$ cat src/rtl/product_accumulator.sv
// Accumulates a counted run of signed 64-bit products into a saturating ACC_W-bit sum.
// One product per clock in ACCUM; the result is held in DONE until the consumer takes it.
module product_accumulator #(
  parameter int CNT_W = 8,
  parameter int ACC_W = 72
) (
  input  logic             clk,
  input  logic             reset,
  input  logic             start,
  input  logic [CNT_W-1:0] len,
  input  logic [63:0]      prod,
  input  logic             prod_valid,
  output logic             prod_ready,
  output logic [ACC_W-1:0] sum,
  output logic             sum_valid,
  input  logic             sum_ready,
  output logic             overflow,
  output logic             busy
);

  typedef enum logic [1:0] {IDLE, ACCUM, DONE} state_t;

  localparam logic [ACC_W-1:0] ACC_MAX = {1'b0, {(ACC_W-1){1'b1}}};
  localparam logic [ACC_W-1:0] ACC_MIN = {1'b1, {(ACC_W-1){1'b0}}};

  state_t           state, state_next;
  logic [ACC_W-1:0] acc;
  logic [CNT_W-1:0] remaining;
  logic             ovf;

  logic             xfer;
  logic             accept;
  logic [ACC_W-1:0] ext;
  logic [ACC_W-1:0] raw;
  logic             add_ovf;
  logic [ACC_W-1:0] acc_sat;

  assign xfer   = prod_valid && (state == ACCUM);
  assign accept = start && (state == IDLE);

  // Signed overflow happens only when both operands share a sign the result lacks;
  // the clamp direction follows that common operand sign.
  always_comb begin
    ext     = ACC_W'($signed(prod));
    raw     = acc + ext;
    add_ovf = (acc[ACC_W-1] == ext[ACC_W-1]) && (raw[ACC_W-1] != acc[ACC_W-1]);
    acc_sat = raw;
    if (add_ovf) begin
      acc_sat = acc[ACC_W-1] ? ACC_MIN : ACC_MAX;
    end
  end

  always_ff @(posedge clk or negedge reset) begin
    if (!reset) begin
      state <= IDLE;
    end else begin
      state <= state_next;
    end
  end

  always_comb begin
    state_next = state;
    prod_ready = 1'b0;
    sum_valid  = 1'b0;
    busy       = 1'b1;
    unique case (state)
      IDLE: begin
        busy = 1'b0;
        if (start) begin
          state_next = (len == '0) ? DONE : ACCUM;
        end
      end
      ACCUM: begin
        prod_ready = 1'b1;
        if (xfer && (remaining == CNT_W'(1))) begin
          state_next = DONE;
        end
      end
      DONE: begin
        sum_valid = 1'b1;
        if (sum_ready) begin
          state_next = IDLE;
        end
      end
      default: begin
        state_next = IDLE;
      end
    endcase
  end

  always_ff @(posedge clk or negedge reset) begin
    if (!reset) begin
      acc       <= '0;
      remaining <= '0;
      ovf       <= 1'b0;
    end else if (accept) begin
      acc       <= '0;
      remaining <= len;
      ovf       <= 1'b0;
    end else if (xfer) begin
      acc       <= acc_sat;
      remaining <= remaining - CNT_W'(1);
      if (add_ovf) begin
        ovf <= 1'b1;
      end
    end
  end

  assign sum      = acc;
  assign overflow = ovf;

endmodule

$ cat config.mk
export PLATFORM = sky130hd
export DESIGN_NAME = product_accumulator
export DESIGN_NICKNAME = d
export VERILOG_FILES = /design/src/rtl/product_accumulator.sv
export SDC_FILE = /design/constraint.sdc
export NUM_CORES = 1
export LEC_CHECK = 0
export BUFFER_PORTS_ARGS = -buffer_cell sky130_fd_sc_hd__buf_2
export CORE_MARGIN = 2
export CORE_UTILIZATION = 50
export DETAILED_ROUTE_END_ITERATION = 8
export PLACE_DENSITY = 0.73
export SYNTH_ARGS = -nofsm -noshare
export SYNTH_HDL_FRONTEND = slang
export SYNTH_SLANG_ARGS = --single-unit
$ cat constraint.sdc
create_clock -name clk -period 3.47 [get_ports clk]
set_clock_uncertainty 0.1 [all_clocks]
set_input_delay 0.347 -clock clk [delete_from_list [all_inputs] [get_ports clk]]
set_output_delay 0.347 -clock clk [all_outputs]
set_load 0.05 [all_outputs]
## Word level (Yosys, flattened, before mapping)

Index checks and enable logic that the tools add are counted.

| storage, ports and cells | value |
|---|---|
| flip-flop bits (word level) | 83 |
| output and inout port bits | 76 |
| memories | 0 |
| bits in writable memories | 0 |
| bits in latches | 0 |
| bits of input ports | 77 |
| word-level logic and storage cells | 41 |
| memory bits (read-only) | 0 |

| cells by class | value |
|---|---|
| shift operators | 0 |
| divide/modulo/power cells | 0 |
| multipliers | 0 |
| bitwise gates (word level) | 0 |
| reduce and logical (&&, ||, !) cells | 10 |
| multiplexer cells | 17 |
| equality and inequality tests | 8 |
| $lt $le $gt $ge | 0 |
| add/sub/neg operators | 2 |

Operators by type and width:

| cell | count |
|---|---|
| 2-to-1 mux 72 bit | 4 |
| adder 72 bit | 1 |
| 2-to-1 mux 8 bit | 2 |
| equality test 8 x 1 -> 1 bit, second input constant | 1 |
| zero test 8 bit | 1 |
| 2-to-1 mux 2 bit | 4 |
| subtractor 8 x 1 -> 8 bit, second input constant | 1 |
| 2-to-1 mux 1 bit | 6 |
| one-hot mux 2 bit (3 select lines) | 1 |
| logical AND 1 bit | 4 |
| != test 2 bit, second input constant | 2 |
| nonzero test 2 bit | 2 |
| AND reduction 3 bit | 1 |
| equality test 2 x 1 -> 1 bit, second input constant | 1 |
| equality test 2 bit, second input constant | 1 |
| zero test 2 bit | 1 |
| != test 2 x 1 -> 1 bit, second input constant | 1 |
| AND reduction 2 bit | 1 |
| equality test 1 bit | 1 |
| != test 1 bit | 1 |

## Depth between registers and ports, before layout

Gate-level depths: netlist of the first run.

| depth | value |
|---|---|
| word-level depth | 6 |
| mapped depth | 15 |
| mapped depth without buffers | 14 |

## Worst setup path before layout of the first run

Ideal clock, no wire load.

| timing path | value |
|---|---|
| kind | register to register |
| start point | register acc[0] (netlist: sum[0]) |
| end point | register acc[70] (netlist: sum[70]) |
| setup time | 0.126 ns |
| path buffers | 0 |
| data required time | 3.244 ns |
| cell stages (with the launch flop) | 15 |
| period minus slack after synthesis | 3.523 ns |
| setup slack | -0.053 ns |
| arrival time | 3.297 ns |
| cell sequence | dfrtp_1 > ha_1 > inv_1 > fa_1 > nor2b_1 > o21bai_1 > a21o_1 > a31oi_1 > o21ai_2 > o31ai_4 > a21oi_2 > a32oi_2 > a311oi_1 > o32a_1 > a221o_1 |

| on the way | value |
|---|---|
| word-level cells in the longest chain between the ends | 6 |

Ends and longest elaborated chain:

| element | RTL line | text |
|---|---|---|
| start: declaration | 27 | `logic [ACC_W-1:0] acc;` |
| start signal: assignment | 101 | `acc <= acc_sat;` |
| adder 72 bit * | 45 | `raw = acc + ext;` |
| != test 1 bit | 46 | `add_ovf = (acc[ACC_W-1] == ext[ACC_W-1]) && (raw[ACC_W-1] != acc[ACC_W-1]);` |
| logical AND 1 bit | 46 |  |
| 2-to-1 mux 72 bit * | 48 | `if (add_ovf) begin` |
| 2-to-1 mux 72 bit * | 100 | `end else if (xfer) begin` |
| 2-to-1 mux 72 bit * | 96 | `end else if (accept) begin` |

Mark *: on every way between the ends. The rest lies on a longest branch, timed or not. The select of a mux whose other input is x is not followed.
A chain may end at the register's enable or synchronous reset.

## Worst setup path in the final report of the first run

| timing path | value |
|---|---|
| start point | register acc[8] (netlist: sum[8]) |
| end point | register acc[63] (netlist: sum[63]) |

The elaborated chain is that of the path after synthesis.

==> results.sh, run 1 <==
export IMPL_status="completed"
export IMPL_synth_xor_area_frac=0.0795
export IMPL_synth_area_leaders="dfrtp_1 26%, ha_1 12%, nand2_1 9.5%, a21oi_1 5.7%, xnor2_1 5.0%"
export IMPL_grt_max_degree=54
export IMPL_h_tree_depth=3
export IMPL_wl_per_cell_um=16.5
export IMPL_startpoint="sum[8]"
export IMPL_vdd_drop_max_uv=468
export IMPL_timing_rr_start="sum[8]"
export IMPL_rr_endpoint="sum[63]"
export IMPL_relSlewSlack=0.516
export IMPL_pwr_share_clk=0.108
export IMPL_grt_pass1_vias=7592
export IMPL_synth_top_family_by_area="compound AO/OA/AOI/OAI gates"
export IMPL_die_area_um2=16900
export IMPL_combPwrFrac=0.712
export IMPL_synth_cells=1030
export IMPL_crit_path_start_kind="flop"
export IMPL_coreArea_um2=15700
export IMPL_yosys_warnings=0
export IMPL_synth_area_per_cell_um2=7.70
export IMPL_fillCellCount=1444
export IMPL_fin_crit_ps=3340
export IMPL_num_io_pins=153
export IMPL_synthesis_nets=1181
export IMPL_synth_compound_area_frac=0.276
export IMPL_grt_pass1_wl_mm=36.8
export IMPL_initial_core_util=0.505
export IMPL_utilization=0.623
export IMPL_crit_end="sum[63]"
export IMPL_port_buffers=152
export IMPL_critPathRequiredTime_ps=3610
export IMPL_synth_edf_count=0
export IMPL_drt_pass1_iterations=6
export IMPL_critical_path_class="flop to flop"
export IMPL_track_usage=0.269
export IMPL_rows=46
export IMPL_place_hpwl_mm=17.5
export IMPL_critPathCaptureType="flop"
export IMPL_dpl_cell_count=1404
export IMPL_synth_main_ff_cell="dfrtp_1"
export IMPL_timing_fmax_mhz=299
export IMPL_cap_violations=0
export IMPL_reg2reg_depth=12
export IMPL_ys_seq_area_frac=0.262
export IMPL_p_sw_uw=5140
export IMPL_area_delta_synth_final_pct=23.4
export IMPL_rrSetupSlack_ps=130
export IMPL_diodes=0
export IMPL_stdcell_area_um2=9790
export IMPL_synth_area_mux_share=0
export IMPL_clk_latency_ps=350
export IMPL_hold_class="primary input to flop"
export IMPL_ys_async_sr_fraction=1.00
export IMPL_placed_cell_area_um2=9220
export IMPL_leakagePower_uw=0.00487
export IMPL_synth_area_leader_cell="dfrtp_1"
export IMPL_cts_path_max_buffers=2
export IMPL_fin_setup_tns_ps=0
export IMPL_p_sw_frac=0.543
export IMPL_routed_wl_mm=23.6
export IMPL_drt_vias_per_instance=5.82
export IMPL_crit_arrival_ps=3490
export IMPL_yosys_top_cells_count="200 x nand2_1, 90 x a21oi_1, 83 x dfrtp_1"
export IMPL_die_h_um=130
export IMPL_vias=8312
export IMPL_worst_pin_slew_ps=725
export IMPL_fin_crit_sh=0.964
export IMPL_critPathMaxFanout=23
export IMPL_grt_overflow_total=0
export IMPL_gp_congestion=0.957
export IMPL_power_density_nw_per_um2=968
export IMPL_syn_area_um2=7930
export IMPL_antenna_found_initial=0
export IMPL_drcViolationCount=0
export IMPL_ys_ff_latch=83
export IMPL_die_w_um=130
export IMPL_cts_tree="built"
export IMPL_clkTransAtPathRegs_ps=70
export IMPL_numCtsBuffers=9
export IMPL_final_hold_violation_count=0
export IMPL_antenna_left=0
export IMPL_drtIter0Drc=765
export IMPL_cts_sinks=83
export IMPL_synth_most_common_cell="nand2_1"
export IMPL_root_buffer="clkbuf_16"
export IMPL_ys_types=71
export IMPL_drive_gt1_frac=0.244
export IMPL_final_cell_count_no_fill=1429
export IMPL_fin_nets=1359
export IMPL_synthAdderAreaFrac=0.118
export IMPL_power_frac_seq=0.181
export IMPL_synth_top_area_share=0.262
export IMPL_slew_viol_final=0
export IMPL_synth_simple_area_share=0.212
export IMPL_intPower_uw=4330
export IMPL_finalSetupViolCount=0
## worst max-delay path: stages (launching register included)
cell       delay (ps)
dfrtp_1           410
ha_1              360
a21o_1            240
a31oi_4           230
a2bb2oi_4         230
a2111oi_4         120
o311ai_4          300
a21oi_2           120
a211oi_4          230
buf_4             170
a31oi_4           140
clkbuf_16         240
a221o_1           330
## registers in the layout, indices dropped and copies added, names as in the netlist
| register | count |
|---|---|
| overflow | 1 |
| remaining | 8 |
| state | 2 |
| sum | 72 |
## cell usage in the layout (no fill, tap or decap), drive strengths merged, types with 11 or more instances in the layout
master	n
nor2b	13
nor3	16
dfrtp	83
buf	223
a21o	26
nor2	50
nand3	19
inv	35
nand2	200
a31oi	15
xor2	27
a21oi	94
ha	73
xnor2	45
nand4	30
o21bai	14
clkbuf	11
o21ai	131
## power groups by stage
stage / registers, uW / logic, uW / clock network (uW)
floorplan: 2750 / 3700 / 0
global placement: 1710 / 6380 / 0
detailed placement: 1720 / 6410 / 0
CTS: 1700 / 6460 / 1030
global route: 1760 / 7330 / 1070
finish: 1710 / 6750 / 1020
## kinds of logic (layout without fill, tap and decap cells)
kind of cell / count (synthesis) / in the layout
and+or+nand+nor: 368 / 368
AOI/OAI and AO/OA: 341 / 341
adders and majority gates: 74 / 74
xor gates and xnor gates: 72 / 72
DFF: 83 / 83
buffers and inverters: 92 / 275
## metal layers
metal  part of all wire  routed length [um]  vias to the layer above  GRT usage
met4              0.024                 563                        0     0.0879
met5                  0                   0                        -          0
met3              0.061                1430                       50     0.0312
li1                   -                   -                     4034          -
met2               0.47               11100                      329      0.446
met1               0.45               10500                     3899      0.366
## how the worst min path moves through the flow
stage / startpoint / endpoint / slack [ps] / cells after the start
after global placement: reset / sum[60] / 350 / 1
after global routing: len[4] / remaining[4] / 130 / 3
after detailed placement: reset / sum[60] / 360 / 1
after floorplan: reset / overflow / -50 / 0
after CTS: len[4] / remaining[4] / 110 / 3
final: len[4] / remaining[4] / 120 / 3
## area by class of cell
type                       count  area, um2  share of cell area
clock inverter                 7       76.3             0.00780
tap                          216        270              0.0276
timing repair buffer         226       1400               0.143
clock buffer                   9        225              0.0230
inverter                      33        124              0.0127
sequential                    83       2080               0.212
multi-input combinational    855       5610               0.573
## timing repair
| item | CTS | global route |
|---|---|---|
| gates cloned | 0 | 2 |
| hold endpoints to repair | 51 | 0 |
| hold buffers | 1 | 0 |
| buffers inserted | 0 | 6 |
| pin swaps | 0 | 11 |
| setup endpoints to repair | 1 | 72 |
| resized for setup | 1 | 35 |
## through the flow
step	power, uW	setup WS, ps	hold WS, ps
final	9480	125	116
after global routing	10200	-27.9	130
after CTS	9200	26.7	107
after detailed placement	8130	-46.9	358
after global placement	8090	10.9	351
after floorplan	6450	100	-48.6
(Power assumes the default switching activity.)
==> inputs of run 2 (changes only) <==
- BUFFER_PORTS_ARGS: -buffer_cell sky130_fd_sc_hd__buf_2 -> unset
- DONT_BUFFER_PORTS: unset -> 1
- GPL_ROUTABILITY_DRIVEN: unset -> 0
- PLACE_DENSITY: 0.73 -> unset
==> run 2 against run 1 <==
  * Critical path depth is 3 higher
  * Routed wire length is 2.6% higher
  * Cell count is 4.0% lower
  * Largest cell class unchanged
  * First-iteration DRC count is 22% lower
  * Global-route usage is 0.96 points higher
  * Hold slack worse by 100 ps
  * Die area stayed put
  * Cell area is 1.1% higher
  * Worst setup slack worse by 35 ps
  * Register-to-register slack worse by 30 ps
  * Fmax is 1.0% lower
  * Via count is 4.1% lower
==> results.sh, run 2 (same netlist as run 1, synthesis figures left out) <==
export IMPL_status="completed"
export IMPL_fin_crit_sh=0.974
export IMPL_place_hpwl_mm=18.2
export IMPL_fin_crit_ps=3380
export IMPL_fin_nets=1302
export IMPL_cp_num_buf_inv=5
export IMPL_clk_latency_ps=360
export IMPL_rows=46
export IMPL_clkTransAtPathRegs_ps=70
export IMPL_final_hold_violation_count=0
export IMPL_cts_path_max_buffers=2
export IMPL_power_frac_seq=0.176
export IMPL_diodes=0
export IMPL_crit_path_start_kind="flop"
export IMPL_drt_pass1_iterations=5
export IMPL_fin_setup_tns_ps=0
export IMPL_cts_tree="built"
export IMPL_port_buffers=0
export IMPL_die_w_um=130
export IMPL_largest_reg_flops=72
export IMPL_grt_max_degree=84
export IMPL_stdcell_area_um2=9890
export IMPL_routed_wl_mm=24.2
export IMPL_critical_path_slowest_cell="dfrtp_1"
export IMPL_pwr_share_clk=0.104
export IMPL_cap_violations=0
export IMPL_drt_vias_per_instance=5.81
export IMPL_cts_sinks=83
export IMPL_final_cell_mix="200 x nand2_1, 153 x buf_4, 85 x a21oi_1"
export IMPL_grt_overflow_total=0
export IMPL_p_sw_uw=5170
export IMPL_critPathRequiredTime_ps=3620
export IMPL_critPathCaptureType="flop"
export IMPL_coreArea_um2=15700
export IMPL_intPower_uw=4600
export IMPL_timing_fmax_mhz=296
export IMPL_grt_pass1_vias=7573
export IMPL_power_density_nw_per_um2=988
export IMPL_drcViolationCount=0
export IMPL_path_delay_family="compound AO/OA/AOI/OAI gates"
export IMPL_grt_pass1_wl_mm=37.6
export IMPL_finalSetupViolCount=0
export IMPL_area_delta_synth_final_pct=24.7
export IMPL_initial_core_util=0.505
export IMPL_placed_cell_area_um2=9080
export IMPL_h_tree_depth=3
export IMPL_vias=7974
export IMPL_final_common_cell="nand2_1"
export IMPL_numCtsBuffers=9
export IMPL_worst_pin_slew_ps=980
export IMPL_hold_class="primary input to flop"
export IMPL_crit_chain="ha_1, buf_4, a21oi_2, o21ai_2, o21ai_2, a2111oi_4, buf_4, o311ai_4, a21oi_2, a211oi_4, buf_12, a31oi_4, buf_12, clkbuf_16, a221o_1"
export IMPL_root_buffer="clkbuf_16"
export IMPL_die_area_um2=16900
export IMPL_utilization=0.630
export IMPL_fillCellCount=1455
export IMPL_vdd_drop_max_uv=500
export IMPL_combPwrFrac=0.720
export IMPL_track_usage=0.278
export IMPL_leakagePower_uw=0.00471
export IMPL_critical_path_class="flop to flop"
export IMPL_die_h_um=130
export IMPL_num_io_pins=153
export IMPL_power_total_uw=9770
export IMPL_crit_arrival_ps=3520
export IMPL_antenna_found_initial=0
export IMPL_drtIter0Drc=594
export IMPL_p_sw_frac=0.529
export IMPL_relSlewSlack=0.346
export IMPL_slew_viol_final=0
export IMPL_antenna_left=0
export IMPL_max_stage_delay_ps=390
export IMPL_rsz0062_at_grt="yes"
export IMPL_drive_gt1_frac=0.213
export IMPL_wl_per_cell_um=17.6
export IMPL_critPathMaxFanout=5
-- run 2: cell count changes in the layout (fill, tap and decap cells not counted), sizes merged --
cell	before	now
clkinv	3	1
dlygate4sd3	1	3
buf	223	163
clkbuf	11	12
clkinvlp	1	3
-- run 2: worst paths after layout --
| kind | startpoint | end | slack (ps) | cells after the start |
|---|---|---|---|---|
| min in group asynchronous | reset | sum[30] | 500 | 2 |
| max in group asynchronous | reset | sum[0] | 2300 | 2 |
| hold reg to reg | remaining[1] | remaining[1] | 470 | 2 |
| hold / removal | len[7] | remaining[7] | 10 | 2 |
| setup / recovery | sum[6] | sum[47] | 90 | 15 |
| setup reg to reg | sum[6] | sum[47] | 90 | 15 |
-- run 2: layout make-up --
cell class              count  area [um2]  share of cell area
clock buffers               9         225              0.0228
clock inverters             7        75.1             0.00759
inverters                  33         124              0.0125
multi-input cells         855        5680               0.574
flip-flops and latches     83        2080               0.210
well taps                 216         270              0.0273
repair buffers            169        1440               0.146
-- run 2: through the flow --
stage                     worst slack [ps]  instances  hold WS [ps]
after global placement               -28.6       1331         -45.5
after CTS                             1.60       1362          4.58
after detailed placement             -43.9       1331         -45.8
after global routing                 -60.2       1372          18.6
after floorplan                        100       1030         -48.6
final                                 90.1       1372          14.8
-- run 2: power by group through the flow --
stage	clock [uW]	combinational (uW)	sequential [uW]
2_1_floorplan	0	3700	2750
4_1_cts	1040	6750	1710
6_report	1020	7030	1720
5_1_grt	1060	7660	1760
3_3_place_gp	0	6650	1710
3_5_place_dp	0	6670	1720
-- run 2: repair_timing --
| action | CTS | global route |
|---|---|---|
| pin swaps | 2 | 18 |
| endpoints found under the setup margin | 3 | 72 |
| cloned | 0 | 3 |
| hold buffers | 4 | 0 |
| gates resized for setup | 3 | 38 |
| buffers inserted | 11 | 7 |
| endpoints found under the hold margin | 85 | 0 |
-- run 2: layer usage --
metal | GRT usage | part of all wire | vias to the layer above | routed length, um
met3 | 0.0595 | 0.066 | 51 | 1600
met4 | 0.108 | 0.029 | 0 | 706
met5 | 0 | 0 | - | 0
li1 | - | - | 3918 | -
met1 | 0.368 | 0.45 | 3737 | 10800
met2 | 0.448 | 0.46 | 268 | 11100
-- run 2: worst register-to-register path, cell delays in order, from the launching register on --
cell,delay [ps]
dfrtp_1,390
ha_1,300
buf_4,160
a21oi_2,120
o21ai_2,90
o21ai_2,230
a2111oi_4,100
buf_4,170
o311ai_4,330
a21oi_2,120
a211oi_4,220
buf_12,160
a31oi_4,120
buf_12,200
clkbuf_16,150
a221o_1,310
